`config.mk`:
```
export PLATFORM = sky130hd
export DESIGN_NAME = div_src_arbiter
export DESIGN_NICKNAME = d
export VERILOG_FILES = /design/src/rtl/div_src_arbiter_pkg.sv /design/src/rtl/div_src_arbiter_slot.sv /design/src/rtl/div_src_arbiter.sv
export SDC_FILE = /design/constraint.sdc
export NUM_CORES = 1
export LEC_CHECK = 0
export ABC_AREA = 1
export BUFFER_PORTS_ARGS = -buffer_cell sky130_fd_sc_hd__buf_2
export CAP_MARGIN = 30
export CORE_UTILIZATION = 55
export DETAILED_ROUTE_END_ITERATION = 12
export PLACE_DENSITY_LB_ADDON = 0.12
export SLEW_MARGIN = 40
export SYNTH_ARGS = -nofsm -noshare
export SYNTH_HDL_FRONTEND = slang
export SYNTH_SLANG_ARGS = --single-unit
export TNS_END_PERCENT = 50
```
`constraint.sdc`:
```
create_clock -name clk_i -period 5.1 [get_ports clk_i]
set_clock_uncertainty 0.15 [all_clocks]
set_input_delay 1.02 -clock clk_i [delete_from_list [all_inputs] [get_ports clk_i]]
set_output_delay 1.02 -clock clk_i [all_outputs]
set_load 0.05 [all_outputs]
```
`src/rtl/div_src_arbiter_pkg.sv`:
```
// Shared definitions for the clock-divider source arbiter.
//   - Source index constants (UART/I2C/SPI/none)
//   - Arbitration mode encodings
//   - FSM state enum
//   - Helpers: next round-robin source, one-hot decode, rotating priority pick
package div_src_arbiter_pkg;

    localparam logic [1:0] SRC_UART = 2'd0;
    localparam logic [1:0] SRC_I2C  = 2'd1;
    localparam logic [1:0] SRC_SPI  = 2'd2;
    localparam logic [1:0] SRC_NONE = 2'd3;

    localparam logic [1:0] MODE_FIXED = 2'b00;
    localparam logic [1:0] MODE_RR    = 2'b01;
    localparam logic [1:0] MODE_SEL   = 2'b10;
    localparam logic [1:0] MODE_RSVD  = 2'b11;  // behaves as MODE_FIXED

    typedef enum logic [1:0] {
        IDLE = 2'd0,
        LOAD = 2'd1,
        HOLD = 2'd2
    } state_t;

    // (k+1) mod 3 over the three real sources.
    function automatic logic [1:0] next_src(input logic [1:0] k);
        return (k == SRC_SPI) ? SRC_UART : k + 2'd1;
    endfunction

    function automatic logic [2:0] src_onehot(input logic [1:0] k);
        logic [2:0] v;
        v = 3'b000;
        case (k)
            SRC_UART: v = 3'b001;
            SRC_I2C:  v = 3'b010;
            SRC_SPI:  v = 3'b100;
            default:  v = 3'b000;
        endcase
        return v;
    endfunction

    // First requesting source found when searching upward (mod 3) from
    // 'start'. Iterating from the far end lets the nearest hit win last.
    function automatic logic [1:0] pick_src(input logic [2:0] req, input logic [1:0] start);
        logic [1:0] win;
        int         idx;
        win = SRC_NONE;
        for (int i = 2; i >= 0; i--) begin
            idx = (int'(start) + i) % 3;
            if (req[idx]) begin
                win = 2'(idx);
            end
        end
        return win;
    endfunction

endpackage

```
`src/rtl/div_src_arbiter_slot.sv`:
```
// div_src_slot: one-byte buffer for a single receive source.
//   clk_i, rst_i  : clock, synchronous active-high reset
//   rdone_i       : byte strobe, rdata_i valid in the same cycle
//   grant_i       : arbiter consumed this slot this cycle (clears pend)
//   clr_flags_i   : clears the sticky overrun flag
//   pend_o        : a byte is waiting
//   ovr_o         : sticky, a waiting byte was overwritten before use
//   data_o        : buffered byte (newest wins)
module div_src_slot (
    input  logic       clk_i,
    input  logic       rst_i,
    input  logic       rdone_i,
    input  logic [7:0] rdata_i,
    input  logic       grant_i,
    input  logic       clr_flags_i,
    output logic       pend_o,
    output logic       ovr_o,
    output logic [7:0] data_o
);

    logic       pend_q, pend_d;
    logic       ovr_q, ovr_d;
    logic [7:0] data_q, data_d;

    always_comb begin
        pend_d = pend_q;
        ovr_d  = ovr_q;
        data_d = data_q;
        if (grant_i) begin
            pend_d = 1'b0;
        end
        if (clr_flags_i) begin
            ovr_d = 1'b0;
        end
        // A new byte overrides both the grant clear and the flag clear.
        // Overrun only when the old byte is lost, i.e. not granted now.
        if (rdone_i) begin
            data_d = rdata_i;
            pend_d = 1'b1;
            if (pend_q && !grant_i) begin
                ovr_d = 1'b1;
            end
        end
    end

    always_ff @(posedge clk_i) begin
        if (rst_i) begin
            pend_q <= 1'b0;
            ovr_q  <= 1'b0;
            data_q <= 8'h00;
        end else begin
            pend_q <= pend_d;
            ovr_q  <= ovr_d;
            data_q <= data_d;
        end
    end

    assign pend_o = pend_q;
    assign ovr_o  = ovr_q;
    assign data_o = data_q;

endmodule

```
`src/rtl/div_src_arbiter.sv`:
```
// div_src_arbiter: picks one of three buffered divisor bytes (UART, I2C,
// SPI) and sequences a single-cycle load into the clock divider, followed
// by a hold-off window.
//   clk_i, rst_i        : clock, synchronous active-high reset
//   arb_en_i            : grants allowed when high
//   arb_mode_i          : 00 fixed, 01 round-robin, 10 single source, 11 = 00
//   src_sel_i           : source for mode 10 (3 = none)
//   *_rdata_i/*_rdone_i : per-source byte and strobe
//   clr_flags_i         : clears ovr_o and zero_err_o
//   div_data_o          : divisor, held between loads
//   div_load_o          : one-cycle load strobe
//   grant_src_o         : source of last load (3 = none since reset)
//   busy_o              : high in LOAD and HOLD
//   pend_o, ovr_o       : per-source pending / sticky overrun
//   zero_err_o          : sticky, a zero divisor was dropped
//   dbg_state_o         : current FSM state
//
// Handshake: each rdone is a fire-and-forget strobe (no ready); the slot
// always accepts. div_load_o is a fire-and-forget strobe toward the divider.
module div_src_arbiter
    import div_src_arbiter_pkg::*;
#(
    parameter int HOLD_CYC    = 16,
    parameter bit REJECT_ZERO = 1'b1
) (
    input  logic       clk_i,
    input  logic       rst_i,
    input  logic       arb_en_i,
    input  logic [1:0] arb_mode_i,
    input  logic [1:0] src_sel_i,
    input  logic [7:0] uart_rdata_i,
    input  logic       uart_rdone_i,
    input  logic [7:0] i2c_rdata_i,
    input  logic       i2c_rdone_i,
    input  logic [7:0] spi_rdata_i,
    input  logic       spi_rdone_i,
    input  logic       clr_flags_i,
    output logic [7:0] div_data_o,
    output logic       div_load_o,
    output logic [1:0] grant_src_o,
    output logic       busy_o,
    output logic [2:0] pend_o,
    output logic [2:0] ovr_o,
    output logic       zero_err_o,
    output logic [1:0] dbg_state_o
);

    localparam int CNT_W = (HOLD_CYC > 1) ? $clog2(HOLD_CYC) : 1;
    localparam logic [CNT_W-1:0] HOLD_LAST = CNT_W'((HOLD_CYC > 0) ? HOLD_CYC - 1 : 0);

    // ---------------- source slots ----------------
    logic [2:0] rdone_vec;
    logic [2:0] grant_vec;
    logic [2:0] pend_vec;
    logic [2:0] ovr_vec;
    logic [7:0] rdata_arr [3];
    logic [7:0] slot_data [3];

    assign rdone_vec    = {spi_rdone_i, i2c_rdone_i, uart_rdone_i};
    assign rdata_arr[0] = uart_rdata_i;
    assign rdata_arr[1] = i2c_rdata_i;
    assign rdata_arr[2] = spi_rdata_i;

    for (genvar g = 0; g < 3; g++) begin : g_slot
        div_src_slot u_slot (
            .clk_i       (clk_i),
            .rst_i       (rst_i),
            .rdone_i     (rdone_vec[g]),
            .rdata_i     (rdata_arr[g]),
            .grant_i     (grant_vec[g]),
            .clr_flags_i (clr_flags_i),
            .pend_o      (pend_vec[g]),
            .ovr_o       (ovr_vec[g]),
            .data_o      (slot_data[g])
        );
    end

    // ---------------- state ----------------
    state_t           state_q, state_d;
    logic [CNT_W-1:0] cnt_q, cnt_d;
    logic [1:0]       rr_ptr_q, rr_ptr_d;
    logic [7:0]       div_data_q, div_data_d;
    logic             div_load_q, div_load_d;
    logic [1:0]       grant_src_q, grant_src_d;
    logic             zero_err_q, zero_err_d;

    // ---------------- eligibility and winner ----------------
    logic [2:0] elig;
    logic [1:0] search_start;
    logic [1:0] win_src;
    logic [7:0] win_data;

    always_comb begin
        elig = 3'b000;
        case (arb_mode_i)
            MODE_SEL: begin
                case (src_sel_i)
                    SRC_UART: elig[0] = pend_vec[0];
                    SRC_I2C:  elig[1] = pend_vec[1];
                    SRC_SPI:  elig[2] = pend_vec[2];
                    default:  elig    = 3'b000;
                endcase
            end
            default: elig = pend_vec;  // fixed, round-robin, reserved
        endcase

        search_start = (arb_mode_i == MODE_RR) ? rr_ptr_q : SRC_UART;
        win_src      = pick_src(elig, search_start);

        win_data = 8'h00;
        case (win_src)
            SRC_UART: win_data = slot_data[0];
            SRC_I2C:  win_data = slot_data[1];
            SRC_SPI:  win_data = slot_data[2];
            default:  win_data = 8'h00;
        endcase
    end

    // ---------------- FSM next state ----------------
    always_comb begin
        state_d     = state_q;
        cnt_d       = cnt_q;
        rr_ptr_d    = rr_ptr_q;
        div_data_d  = div_data_q;
        div_load_d  = 1'b0;
        grant_src_d = grant_src_q;
        zero_err_d  = zero_err_q;
        grant_vec   = 3'b000;

        if (clr_flags_i) begin
            zero_err_d = 1'b0;
        end

        case (state_q)
            IDLE: begin
                // Mode and enable only matter here; LOAD/HOLD ignore them.
                if (arb_en_i && (win_src != SRC_NONE)) begin
                    grant_vec = src_onehot(win_src);
                    rr_ptr_d  = next_src(win_src);
                    if (REJECT_ZERO && (win_data == 8'h00)) begin
                        // Dropped byte still consumes its turn.
                        zero_err_d = 1'b1;
                    end else begin
                        div_data_d  = win_data;
                        grant_src_d = win_src;
                        div_load_d  = 1'b1;
                        state_d     = LOAD;
                    end
                end
            end
            LOAD: begin
                cnt_d   = '0;
                state_d = (HOLD_CYC > 0) ? HOLD : IDLE;
            end
            HOLD: begin
                if (cnt_q == HOLD_LAST) begin
                    cnt_d   = '0;
                    state_d = IDLE;
                end else begin
                    cnt_d = cnt_q + 1'b1;
                end
            end
            default: begin
                state_d = IDLE;
                cnt_d   = '0;
            end
        endcase
    end

    always_ff @(posedge clk_i) begin
        if (rst_i) begin
            state_q     <= IDLE;
            cnt_q       <= '0;
            rr_ptr_q    <= SRC_UART;
            div_data_q  <= 8'h00;
            div_load_q  <= 1'b0;
            grant_src_q <= SRC_NONE;
            zero_err_q  <= 1'b0;
        end else begin
            state_q     <= state_d;
            cnt_q       <= cnt_d;
            rr_ptr_q    <= rr_ptr_d;
            div_data_q  <= div_data_d;
            div_load_q  <= div_load_d;
            grant_src_q <= grant_src_d;
            zero_err_q  <= zero_err_d;
        end
    end

    // ---------------- outputs ----------------
    assign div_data_o  = div_data_q;
    assign div_load_o  = div_load_q;
    assign grant_src_o = grant_src_q;
    assign busy_o      = (state_q != IDLE);
    assign pend_o      = pend_vec;
    assign ovr_o       = ovr_vec;
    assign zero_err_o  = zero_err_q;
    assign dbg_state_o = state_q;

endmodule
```
Word-level counts from Yosys, hierarchy flattened
Index checks and enable logic that the tools add are counted.
- flip-flop bits (word level): 50
- input bits: 35
- output and inout bits: 21
- logic and storage cells: 109
- $add $sub $neg: 4
- div/mod/pow operators: 3
- magnitude comparators: 3
- equality and inequality tests: 13
- muxes and demuxes: 48
- bitwise logic cells: 3
- reductions and logical operators: 19
- operators by type and width (cell ; count):
    $lt A32 B4 Y1 const B ; 3
    $mod A32 B3 Y32 const B ; 2
    $mod A3 B3 Y32 const B ; 1
    $mux W1 ; 29
    $pmux W8 S3 ; 1
    $mux W2 ; 8
    $mux W3 ; 3
    $pmux W3 S3 ; 1
    $eq A2 B1 Y1 const B ; 4
    $eq A2 B2 Y1 const B ; 4
    $logic_not A8 Y1 ; 1
    $ne A2 B2 Y1 const B ; 4
    $pmux W4 S2 ; 1
    $reduce_bool A2 Y1 ; 4
    $bmux W1 S2 ; 3
    $logic_not A2 Y1 ; 3
    $pmux W2 S3 ; 1
    $reduce_and A3 Y1 ; 2
    $add A4 B1 Y4 const B ; 1
    $eq A4 B4 Y1 const B ; 1
    $logic_and A1 B1 Y1 ; 4
    $mux W4 ; 1
    $add A2 B1 Y3 const B ; 1
    $add A2 B2 Y3 const B ; 1
    5 further kinds ; 9

Depth between registers and ports, before layout
- depth in word-level cells: 18
- mapped depth: 22
- gate-level depth less buffers: 21

Modules after synthesis
From an unflattened synthesis, not the netlist that was laid out.
- cell total of the unflattened synthesis: 364
- area total of the unflattened synthesis: 2611.3 um^2
- by module, submodules not included (module ; times used ; cells an instance ; area each (um^2)):
    div_src_arbiter ; 1 ; 232 ; 1421.4
    div_src_slot ; 3 ; 44 ; 396.6

Worst setup path before layout
Ideal clock, no wire load.
- kind: in2reg
- start point: input port arb_mode_i[1]
- end point: register div_data_q[5], in the netlist div_data_o[5]
- library setup time: 0.113 ns
- arrival time: 2.941 ns
- data required time: 4.837 ns
- setup slack: 1.897 ns
- stages: 19
- buffers on the path: 2
- cell sequence: inv_2 > nand3_1 > ha_1 > nor3_2 > nor2_2 > nand2_2 > nand2_2 > buf_6 > nand4_1 > nand2_1 > nor2_1 > nand2_1 > nor2_2 > nand2_1 > nand2_2 > buf_6 > nand2_1 > nand2_1 > nor2_1
- word-level cells in the longest chain between the ends: 15
- elaborated cells on any way between the ends: 30
- RTL lines (item ; RTL line ; RTL):
    start, declared ; div_src_arbiter.sv:29 ; input logic [1:0] arb_mode_i,
    $eq A2 B1 Y1 ; div_src_arbiter.sv:107 ; search_start = (arb_mode_i == MODE_RR) ? rr_ptr_q : SRC_UART;
    $mux W2 ; div_src_arbiter.sv:107 ;
    $add A2 B2 Y3 ; div_src_arbiter_pkg.sv:48 ; idx = (int'(start) + i) % 3;
    $mod A32 B3 Y32 ; div_src_arbiter_pkg.sv:48 ;
    $bmux W1 S2 ; div_src_arbiter_pkg.sv:49 ; if (req[idx]) begin
    $mux W1 (not written as such) (2 in a row) ; div_src_arbiter_pkg.sv:49 ;
    $mux W2 (2 in a row) ; div_src_arbiter_pkg.sv:49 ;
    $mux W2 * ; div_src_arbiter_pkg.sv:49 ;
    $eq A2 B2 Y1 (tied with other cells) ; div_src_arbiter.sv:111 ; case (win_src)
    $pmux W8 S3 ; div_src_arbiter.sv:111 ;
    $logic_not A8 Y1 ; div_src_arbiter.sv:140 ; if (REJECT_ZERO && (win_data == 8'h00)) begin
    $not A1 Y1 (no source line) ; n/a ;
    $reduce_and A3 Y1 (no source line) ; n/a ;
    end signal, assigned ; div_src_arbiter.sv:183 ; div_data_q <= div_data_d;
    end, declared ; div_src_arbiter.sv:82 ; logic [7:0] div_data_q, div_data_d;
Every way passes the cells marked *; elsewhere a longest branch is shown, timed or not. The select of a mux whose other input is x is not followed.
A chain may end at the register's enable or synchronous reset.

Worst setup path in the final report
- start point: input port arb_mode_i[1]
- end point: register div_data_q[6], in the netlist div_data_o[6]
Same word-level chain as after synthesis.

==> impl_metrics.yaml <==
status:
  result_of_the_run: "finished, final reports clean"
final_layout:
  area.growth.synth_to_final_pct: 13.13
  final-seq-area_mm2: 0.001001
  filler_cell_count: 378
  number_of_nets_in_the_final_layout: 433
  multi_input_comb_area_mm2: 0.001177
  final_layout_size_suffix_gt1_share_pct: 21.16
  diodes: 0
  final_core_utilization_pct: 66.88
timing:
  final-setup-viol-count: 0
  maxClockFrequency_ghz: 0.2749
  setup_tns_ns: 0
  worst-slew-pin-transition_ns: 0.7616
  final_max_slew_viols: 0
  grt_setup_unrepaired: "no"
  hold_violation_total_from_the_final_report: 0
  slew-limit-headroom_pct: 48.91
  finalCriticalPeriod_ns: 3.637
  final_clock_period_utilization_by_the_worst_path_pct: 71.32
  hold-worst-slack_ns: 0.3153
  final.setup.worst_slack_ns: 1.463
worst_setup_path:
  worstPathCellList: "buf_2, inv_2, nand3_1, inv_1, ha_1, nand3_4, o21ai_2, nor2_2, nand2_2, nand2_4, nand3_1, nand2_1, nor2_1, nand2_1, nor2_1, nand2_1, nand2_2, nand2_1, nand2_1, nor2_1"
  timing.rr.start: "rr_ptr_q[0]"
  critical_path_peak_fanout: 14
  cp_common_cell: "sky130_fd_sc_hd__nand2_1"
  critical_path_data_arrival_time_ns: 3.69
  crit_path_top_delay_cell: "sky130_fd_sc_hd__ha_1"
  endpoint_kind: "register"
  cp-startpoint: "arb_mode_i[1]"
  cp_data_required_time_ns: 5.15
  critical_path_class: "in2reg"
  critPathLaunchType: "input port"
  worst_path_max_stage_delay_ns: 0.32
power_and_ir_drop:
  power.share.switching_pct: 37.06
  power.sequential.fraction_pct: 43.1
  total_switching_power_mw: 0.3895
  peak_vdd_ir_mv: 0.2431
  power_leakage_nw: 1.393
  cellPowerDensity_mw_per_mm2: 379.3
  clock_power_share_pct: 26.6
  power.combinational.fraction_pct: 30.3
  report.power.total_mw: 1.051
  cellInternalPower_mw: 0.6616
clock_network:
  cts_sinks: 50
  cts_hold_buffers: 0
  clock_insertion_delay_worst_skew_ns: 0.30
  clk_pin_slew_ns: 0.09
  clockBufferDepth: 2
  tritoncts: "done"
  clock_tree.root_cell: "sky130_fd_sc_hd__clkbuf_8"
  post_cts_resized: 0
  clock_tree.htree_level_count: 2
  post-cts-setup-buffers: 0
  cts_made_buffers: 5
route:
  via_per_inst: 5.121
  detail_route.iter0.violations: 116
  totalWireLength_um: 5349
  detail_route.drc_violations: 0
  drt_first_pass_iters: 4
  average_wire_per_cell_in_the_routed_design_um: 11.97
  vias: 2289
  ant_nets: 0
yosys:
  ys_top_cells_by_area: "sky130_fd_sc_hd__dfxtp_1 (41%), sky130_fd_sc_hd__nor2_1 (10%), sky130_fd_sc_hd__nand2_1 (9.2%), sky130_fd_sc_hd__nand3_1 (6.7%), sky130_fd_sc_hd__a21oi_1 (5.5%)"
  seq_area_frac_synth_pct: 40.86
  yosysTopAreaCell: "sky130_fd_sc_hd__dfxtp_1"
  syn_nets: 391
  post_synth_cell_types: 27
  ys_async_sr_fraction_pct: 0
  synth-edff-count: 0
  synthCells: 354
  synth.ff_latch_count: 50
  synth.most_common_cell: "sky130_fd_sc_hd__nor2_1"
  mappedNetlistArea_mm2: 0.002450
  synth_top_cell_area_share_pct: 40.86
  ys.warnings.count: 0
  syn-mean-instance-area_um2: 6.920
  synth_flop_cell: "sky130_fd_sc_hd__dfxtp_1"
  most_frequent_cells_after_synthesis: "sky130_fd_sc_hd__nor2_1 (67), sky130_fd_sc_hd__nand2_1 (60), sky130_fd_sc_hd__dfxtp_1 (50)"
placed_design:
  numPortBuffers: 55
  gpl.final_weighted_congestion: 0.8493
  pre_cts_ws_ns: 1.176
  hpwl_um: 4011
global_routing:
  initial_antenna_violation_count: 0
  grt_pass1_vias: 1913
  wire_length_of_the_first_global_routing_pass_um: 8349
  globalRoute.totalOverflow: 0
  groute.usage.overall_pct: 24.03
  pin_count_of_the_biggest_net_entering_global_routing: 35
die:
  die_x_um: 68.74
  fp.coreArea_mm2: 0.004144
  pin_count: 56
  die-height_um: 68.74
  rows: 23
  die-area_mm2: 0.004725
  initial_core_util_pct: 59.12
job:
  timing.max_cap.violations: 0
worst_hold_path:
  hold_path.startpoint: "g_slot[1].u_slot.data_o[6]"
  hold_path.class: "reg2reg"
## metrics by stage
| stage | cell area, µm² | std cells |
|---|---|---|
| 2_1_floorplan | 2450 | 354 |
| 5_1_grt | 2771 | 447 |
| 3_3_place_gp | 2659 | 439 |
| 3_5_place_dp | 2659 | 439 |
| 4_1_cts | 2771 | 447 |
| 6_report | 2771 | 447 |
## path summary, 6_finish.rpt
check / cells after the start / to / slack [ns]
worst max-delay path: 20 / div_data_o[6] / 1.46
worst min-delay path: 2 / g_slot[1].u_slot.data_o[6] / 0.32
worst max register to register: 18 / div_data_o[6] / 1.95
worst min register to register: 2 / g_slot[1].u_slot.data_o[6] / 0.32
## layout make-up
type,count,share of cell area [%]
clock inverters,3,1.580
clock buffers,5,2.483
repair buffers,55,9.932
multi-input cells,246,42.48
flip-flops and latches,50,36.12
well taps,50,2.257
inverters,38,5.147
## power by group through the flow
| stage | registers [mW] | logic (mW) | clock network (mW) |
|---|---|---|---|
| after floorplan | 0.532 | 0.193 | 0 |
| after global placement | 0.462 | 0.313 | 0 |
| after detailed placement | 0.463 | 0.316 | 0 |
| after CTS | 0.453 | 0.319 | 0.284 |
| after global routing | 0.459 | 0.353 | 0.297 |
| final | 0.453 | 0.318 | 0.279 |
## flip-flops by register name, summed over array words and instances (netlist names)
register / count
cnt_q: 4
dbg_state_o: 2
div_data_o: 8
div_load_o: 1
g_slot.u_slot.data_o: 24
g_slot.u_slot.ovr_o: 3
g_slot.u_slot.pend_o: 3
grant_src_o: 2
rr_ptr_q: 2
zero_err_o: 1
## metal layers
| metal | wire length [µm] | global-route usage [%] | part of all wire (%) |
|---|---|---|---|
| met1 | 2556 | 30.75 | 48 |
| met2 | 2454 | 40.20 | 46 |
| met3 | 239 | 4.112 | 4.5 |
| met4 | 98 | 9.184 | 1.8 |
| met5 | 0 | 0 | 0 |
## cell families (layout without fill, tap and decap cells)
logic type | after synthesis | in the layout | synth area share [%]
compound gates | 54 | 54 | 11.64
xor+xnor | 1 | 1 | 0.3576
fa+ha+maj | 2 | 2 | 1.021
buf+inv | 58 | 101 | 11.08
flops | 50 | 50 | 40.86
simple gates | 189 | 189 | 35.04
## critical path, delay by kind of cell
kind                     cells  cell delay [ns]
AND/OR/NAND/NOR             15             1.91
adder cells (fa/ha/maj)      1             0.32
buffers and inverters        3             0.26
AO/OA/AOI/OAI                1             0.18
## cell usage in the layout (no fill, tap or decap), drive strengths merged
master  instances
ha              2
inv            38
xnor2           1
bufinv          1
nor3            1
nor2           71
dfxtp          50
nand2          67
nand3          34
nor4            1
buf            55
a21oi          28
nand4          12
or2             2
o21ai          26
clkbuf          5
clkinv          2
and3            1
Note: power is estimated with default switching activity, not from simulation.
